File: config.mk
export PLATFORM = sky130hd
export DESIGN_NAME = affine_pipe
export DESIGN_NICKNAME = d
export VERILOG_FILES = /design/src/rtl/affine_pipe.sv
export SDC_FILE = /design/constraint.sdc
export NUM_CORES = 1
export LEC_CHECK = 0
export BUFFER_PORTS_ARGS = -buffer_cell sky130_fd_sc_hd__buf_2
export CORE_MARGIN = 2
export CORE_UTILIZATION = 45
export DETAILED_ROUTE_END_ITERATION = 10
export PLACE_DENSITY = 0.71
export SKIP_LAST_GASP = 1
export SLEW_MARGIN = 30
export SYNTH_ARGS = -nofsm -noshare
export SYNTH_HDL_FRONTEND = slang
export SYNTH_SLANG_ARGS = --single-unit
File: constraint.sdc
create_clock -name clk -period 3.4 [get_ports clk]
set_input_delay 0.51 -clock clk [delete_from_list [all_inputs] [get_ports clk]]
set_output_delay 0.51 -clock clk [all_outputs]
set_load 0.02 [all_outputs]
File: src/rtl/affine_pipe.sv
// affine_pipe: Y = ((X*A + B)*C + D), each stage reduced to W bits (wrap, or saturate with AFFINE_PIPE_SAT_EN).
// Latency: 4 cycles, one sample per cycle. Backpressure: per-stage stall; in_ready is combinational from out_ready.
// Backpressure: a stage loads when it is empty or its content leaves this cycle, so a full pipe refills with no bubble.
module affine_pipe #(
    parameter int W = 16,
    parameter int A = 3,
    parameter int B = 5,
    parameter int C = 2,
    parameter int D = 7
) (
    input  logic                clk,
    input  logic                rst,
    input  logic                in_valid,
    output logic                in_ready,
    input  logic signed [W-1:0] X,
    output logic                out_valid,
    input  logic                out_ready,
    output logic signed [W-1:0] Y
`ifdef AFFINE_PIPE_SAT_EN
    ,
    output logic                sat_hit
`endif
);

    logic v1, v2, v3, vo;
    logic signed [W-1:0] s1, s2, s3;
    logic en1, en2, en3, en_o;
    logic [W-1:0] r1, r2, r3;

    assign en_o      = !vo || out_ready;
    assign en3       = !v3 || en_o;
    assign en2       = !v2 || en3;
    assign en1       = !v1 || en2;
    assign in_ready  = en1 && !rst;
    assign out_valid = vo;

`ifdef AFFINE_PIPE_SAT_EN
    // Wide enough for the largest intermediate (s2*C + D) with headroom for the sign.
    localparam int PW = 2*W + 2;
    localparam logic signed [PW-1:0] AP   = PW'(A);
    localparam logic signed [PW-1:0] BP   = PW'(B);
    localparam logic signed [PW-1:0] CP   = PW'(C);
    localparam logic signed [PW-1:0] DP   = PW'(D);
    localparam logic signed [PW-1:0] SMAX = {{(W+3){1'b0}}, {(W-1){1'b1}}};
    localparam logic signed [PW-1:0] SMIN = ~SMAX;

    function automatic logic [W-1:0] clamp(input logic signed [PW-1:0] v);
        if (v > SMAX)
            clamp = SMAX[W-1:0];
        else if (v < SMIN)
            clamp = SMIN[W-1:0];
        else
            clamp = v[W-1:0];
    endfunction

    function automatic logic clipped(input logic signed [PW-1:0] v);
        clipped = (v > SMAX) || (v < SMIN);
    endfunction

    logic signed [PW-1:0] p1, p2, p3;
    logic h1, h2, h3, ho;

    assign p1 = PW'(X) * AP;
    assign p2 = PW'(s1) + BP;
    assign p3 = PW'(s2) * CP + DP;
    assign r1 = clamp(p1);
    assign r2 = clamp(p2);
    assign r3 = clamp(p3);
    assign sat_hit = ho;

    // Clamp flag rides alongside the datum through the same enables.
    always_ff @(posedge clk) begin
        if (rst) begin
            h1 <= 1'b0;
            h2 <= 1'b0;
            h3 <= 1'b0;
            ho <= 1'b0;
        end else begin
            if (en1 && in_valid) h1 <= clipped(p1);
            if (en2 && v1)       h2 <= h1 | clipped(p2);
            if (en3 && v2)       h3 <= h2 | clipped(p3);
            if (en_o && v3)      ho <= h3;
        end
    end
`else
    localparam logic signed [W-1:0] AW = W'(A);
    localparam logic signed [W-1:0] BW = W'(B);
    localparam logic signed [W-1:0] CW = W'(C);
    localparam logic signed [W-1:0] DW = W'(D);

    // Low W bits of the full-precision result equal the W-bit-context result.
    assign r1 = X * AW;
    assign r2 = s1 + BW;
    assign r3 = s2 * CW + DW;
`endif

    always_ff @(posedge clk) begin
        if (rst) begin
            v1 <= 1'b0;
            v2 <= 1'b0;
            v3 <= 1'b0;
            vo <= 1'b0;
            s1 <= '0;
            s2 <= '0;
            s3 <= '0;
            Y  <= '0;
        end else begin
            if (en1) begin
                v1 <= in_valid;
                if (in_valid) s1 <= r1;
            end
            if (en2) begin
                v2 <= v1;
                if (v1) s2 <= r2;
            end
            if (en3) begin
                v3 <= v2;
                if (v2) s3 <= r3;
            end
            if (en_o) begin
                vo <= v3;
                if (v3) Y <= s3;
            end
        end
    end

endmodule

### After elaboration in Yosys (flattened, before gate mapping)

Cells that the tools add are included.

| storage, ports and cells | value |
|---|---|
| bits in registers | 66 |
| bits in latches | 0 |
| RAM bits | 0 |
| ROM bits | 0 |
| input bits | 20 |
| output and inout bits | 18 |
| word-level logic and storage cells | 25 |
| memories kept | 0 |

| cells by class | value |
|---|---|
| add/sub/neg operators | 2 |
| $mul | 1 |
| div/mod/pow operators | 0 |
| order comparisons | 0 |
| equality and inequality tests | 0 |
| shift-type cells | 0 |
| mux-type cells | 0 |
| bitwise operators | 0 |
| reduce and logical (&&, ||, !) cells | 14 |

Operators by type and width:

| kind | count |
|---|---|
| 16-bit by 4-bit adder with 16-bit output (second input constant) | 1 |
| 16-bit by 3-bit multiplier with 15-bit output (second input constant) | 1 |
| 15-bit by 4-bit adder with 15-bit output (second input constant) | 1 |
| 2-bit AND reduction | 4 |
| 1-bit zero test | 5 |
| 1-bit logical OR | 4 |
| 1-bit logical AND | 1 |

### Longest topological paths before layout

| depth | value |
|---|---|
| depth in word-level cells | 6 |
| mapped depth | 8 |
| mapped depth without buffers | 8 |

### Least setup slack after synthesis

OpenSTA, ideal clock, no wires.

| timing path | value |
|---|---|
| path type | input to register |
| start point | input port X[10] |
| end point | register s1[14] |
| setup time | 0.117 ns |
| arrival | 2.429 ns |
| data required time | 3.283 ns |
| path slack | 0.853 ns |
| stages | 7 |
| buffers on the path | 0 |
| path through | ha_1 ha_1 a21o_1 a221o_1 a21o_1 or3_1 a32o_1 |

| on the way | value |
|---|---|
| cells in the longest elaborated chain, start to end | 1 |

RTL lines:

| element | line | text |
|---|---|---|
| start: declaration | 15 | `input logic signed [W-1:0] X,` |
| 16-bit by 3-bit multiplier with 15-bit output | 92 | `assign r1 = X * AW;` |
| end signal: assignment | 110 | `if (in_valid) s1 <= r1;` |
| end: declaration | 26 | `logic signed [W-1:0] s1, s2, s3;` |

Every way passes these cells.
A chain may end at the register's enable or synchronous reset.

### Worst setup path in the final report

| timing path | value |
|---|---|
| start point | input port X[1] |
| end point | register s1[14] |

Same word-level chain as after synthesis.

==> results.tsv <==
metric	value	unit
arrival	2710	ps
layout.nets	494	
fin_hold_ws	401	ps
vias_per_cell	5.16	
vdd_ir_drop_max	0.000209	V
highest_layer	met4	
async_flop_share	0	
drt-total-wl	6280	um
final-hold-violation-count	0	
fin_crit	2480	ps
synth_cell_types	43	
fin_setup_tns	0	ps
synth_area	3450	sq um
clockBufferDepth	2	
max_slew_margin	0.496	
vias	2833	
ys_ff_latch	66	
io_pins	38	
cpPeakStageDelay	420	ps
pre_cts_ws	561	ps
drtAntennaViolNets	0	
cts.sinks	66	
cts-resized-gates	0	
required	3630	ps
critPathLaunchType	input port	
met1_length	3060	um
grt_pass1_vias	2506	
fillers	722	
drt_iter0_drc	105	
cts_tree	yes	
fin_skew	10.4	ps
slowest_stage	fa_1	
rows	31	
fp.dieW	91.5	um
power	1760	uW
core	7330	sq um
crit_chain	buf_2 > ha_1 > ha_1 > fa_1 > a21o_1 > nand4_1 > a211oi_1 > or3_1 > a32o_1	
wl_met2	2860	um
fin_crit_sh	0.730	
synth_flop_cell	dfxtp_1	
multi_input_area	2040	sq um
gr-total-overflow	0	
syn_nets	463	
grt_max_degree	55	
seqCellArea	1320	sq um
clock_latency	340	ps
crit_type	in -> reg	
cts-buffers-inserted	9	
synth_edf_count	0	
synth-seq-area-share	0.383	
status	finished clean	
grt_pass1_wl	11000	um
synthTopCellsByArea	dfxtp_1, ha_1, nand2_1	
netlist_instances	415	
yosys.area.top_type	dfxtp_1	
endpoint_kind	flop	
max_clock_freq	0.403	GHz
ys_top_cells_by_count	dfxtp_1, nand2_1, nor2_1	
holdCritPathClass	in -> reg	
route.met3.wl	190	um
fin_util	0.531	
rsz0062_at_grt	false	
port_buffers	36	
synth_top_area_frac	0.383	
cts-htree-levels	3	
hold_buffers	0	
antenna_found_initial	0	
critPathMaxFanout	5	
slew_violations	0	
syn_avg_cell_area	8.31	sq um
worst_slack	917	ps
crit_top_cell	ha_1	
post_drt_wl_per_cell	11.4	um
grt.total_usage	0.159	
maxCapViolCount	0	
gp_congestion	0.836	
final-setup-viol-count	0	
worst_slew_pin_slew	750	ps
p_leak	0.00154	uW
powerDensity	451	nW/um^2
dp_hpwl	4620	um
start_util	0.470	
first_pass_iters	4	
die_h	91.5	um
root_buffer	clkbuf_8	
ys_warn_count	0	
syn_to_final_growth	13.0	%
drive_gt1_frac	0.129	
diodes	0	
cts_setup_buffers	0	
clkTransAtPathRegs	70	ps
drcViolationCount	0	
fp.dieArea	8380	sq um
## per-layer routing
metal | GRT usage | vias to the layer above
met1 | 0.200 | 1230
li1 | - | 1538
met5 | 0 | -
met2 | 0.261 | 54
met4 | 0.0909 | 0
met3 | 0.0224 | 11
## stage by stage
stage	area [sq um]	instances
after CTS	3900	549
final	3900	549
after global placement	3710	534
after global routing	3900	549
after floorplan	3450	415
after detailed placement	3710	534
## cells by family (layout without fill, tap and decap cells)
family                   Yosys count  after routing  share of synthesized area
AND/OR/NAND/NOR                  161            161                      0.213
AO/OA/AOI/OAI                    103            103                      0.192
flip-flops                        66             66                      0.383
XOR/XNOR                          30             30                     0.0762
adder cells (fa/ha/maj)           28             28                      0.104
buffers and inverters             26             61                     0.0283
multiplexers                       1              1                    0.00290
## path summary, 6_finish.rpt
| path | cells past startpoint | slack, ps | endpoint | startpoint |
|---|---|---|---|---|
| max | 9 | 920 | s1[14] | X[1] |
| min | 3 | 400 | v1 | in_valid |
| max reg2reg | 6 | 1540 | s3[13] | s2[0] |
| min reg2reg | 2 | 450 | Y[2] | Y[2] |
## power breakdown
| part | leakage, uW | switching, uW | internal, uW | total (uW) |
|---|---|---|---|---|
| clock | 0.0000962 | 269 | 352 | 621 |
| sequential | 0.000540 | 40.8 | 818 | 858 |
| combinational | 0.000906 | 153 | 124 | 277 |
## layout make-up
type                    count  share of cell area
clock inverters             3              0.0103
flip-flops and latches     66               0.339
multi-input cells         323               0.523
inverters                   7             0.00674
repair buffers             39              0.0520
well taps                  99              0.0318
clock buffers              12              0.0373
## cells in the final DEF, fill, tap and decap left out, drive strengths merged, types with 5 or more instances in the layout
cell,count
xnor2,17
xor2,13
a21o,8
clkbuf,12
dfxtp,66
o21ai,11
and3,5
nor3,5
a211oi,27
a21oi,41
nor2,47
inv,7
ha,27
nand3,7
nand3b,5
nand2,66
nand4,6
buf,39
## critical path: cells and delay by family
| kind | cells | cell delay, ps |
|---|---|---|
| AO/OA/AOI/OAI | 3 | 590 |
| adder cells (fa/ha/maj) | 3 | 970 |
| buffers and inverters | 1 | 120 |
| AND/OR/NAND/NOR | 2 | 530 |
## sequential cells by signal (all words and copies together), names as in the netlist
signal     flops
Y             16
s3            16
s1            15
s2            15
out_valid      1
v1             1
v2             1
v3             1
No activity file was read; power rests on OpenSTA's default activity.
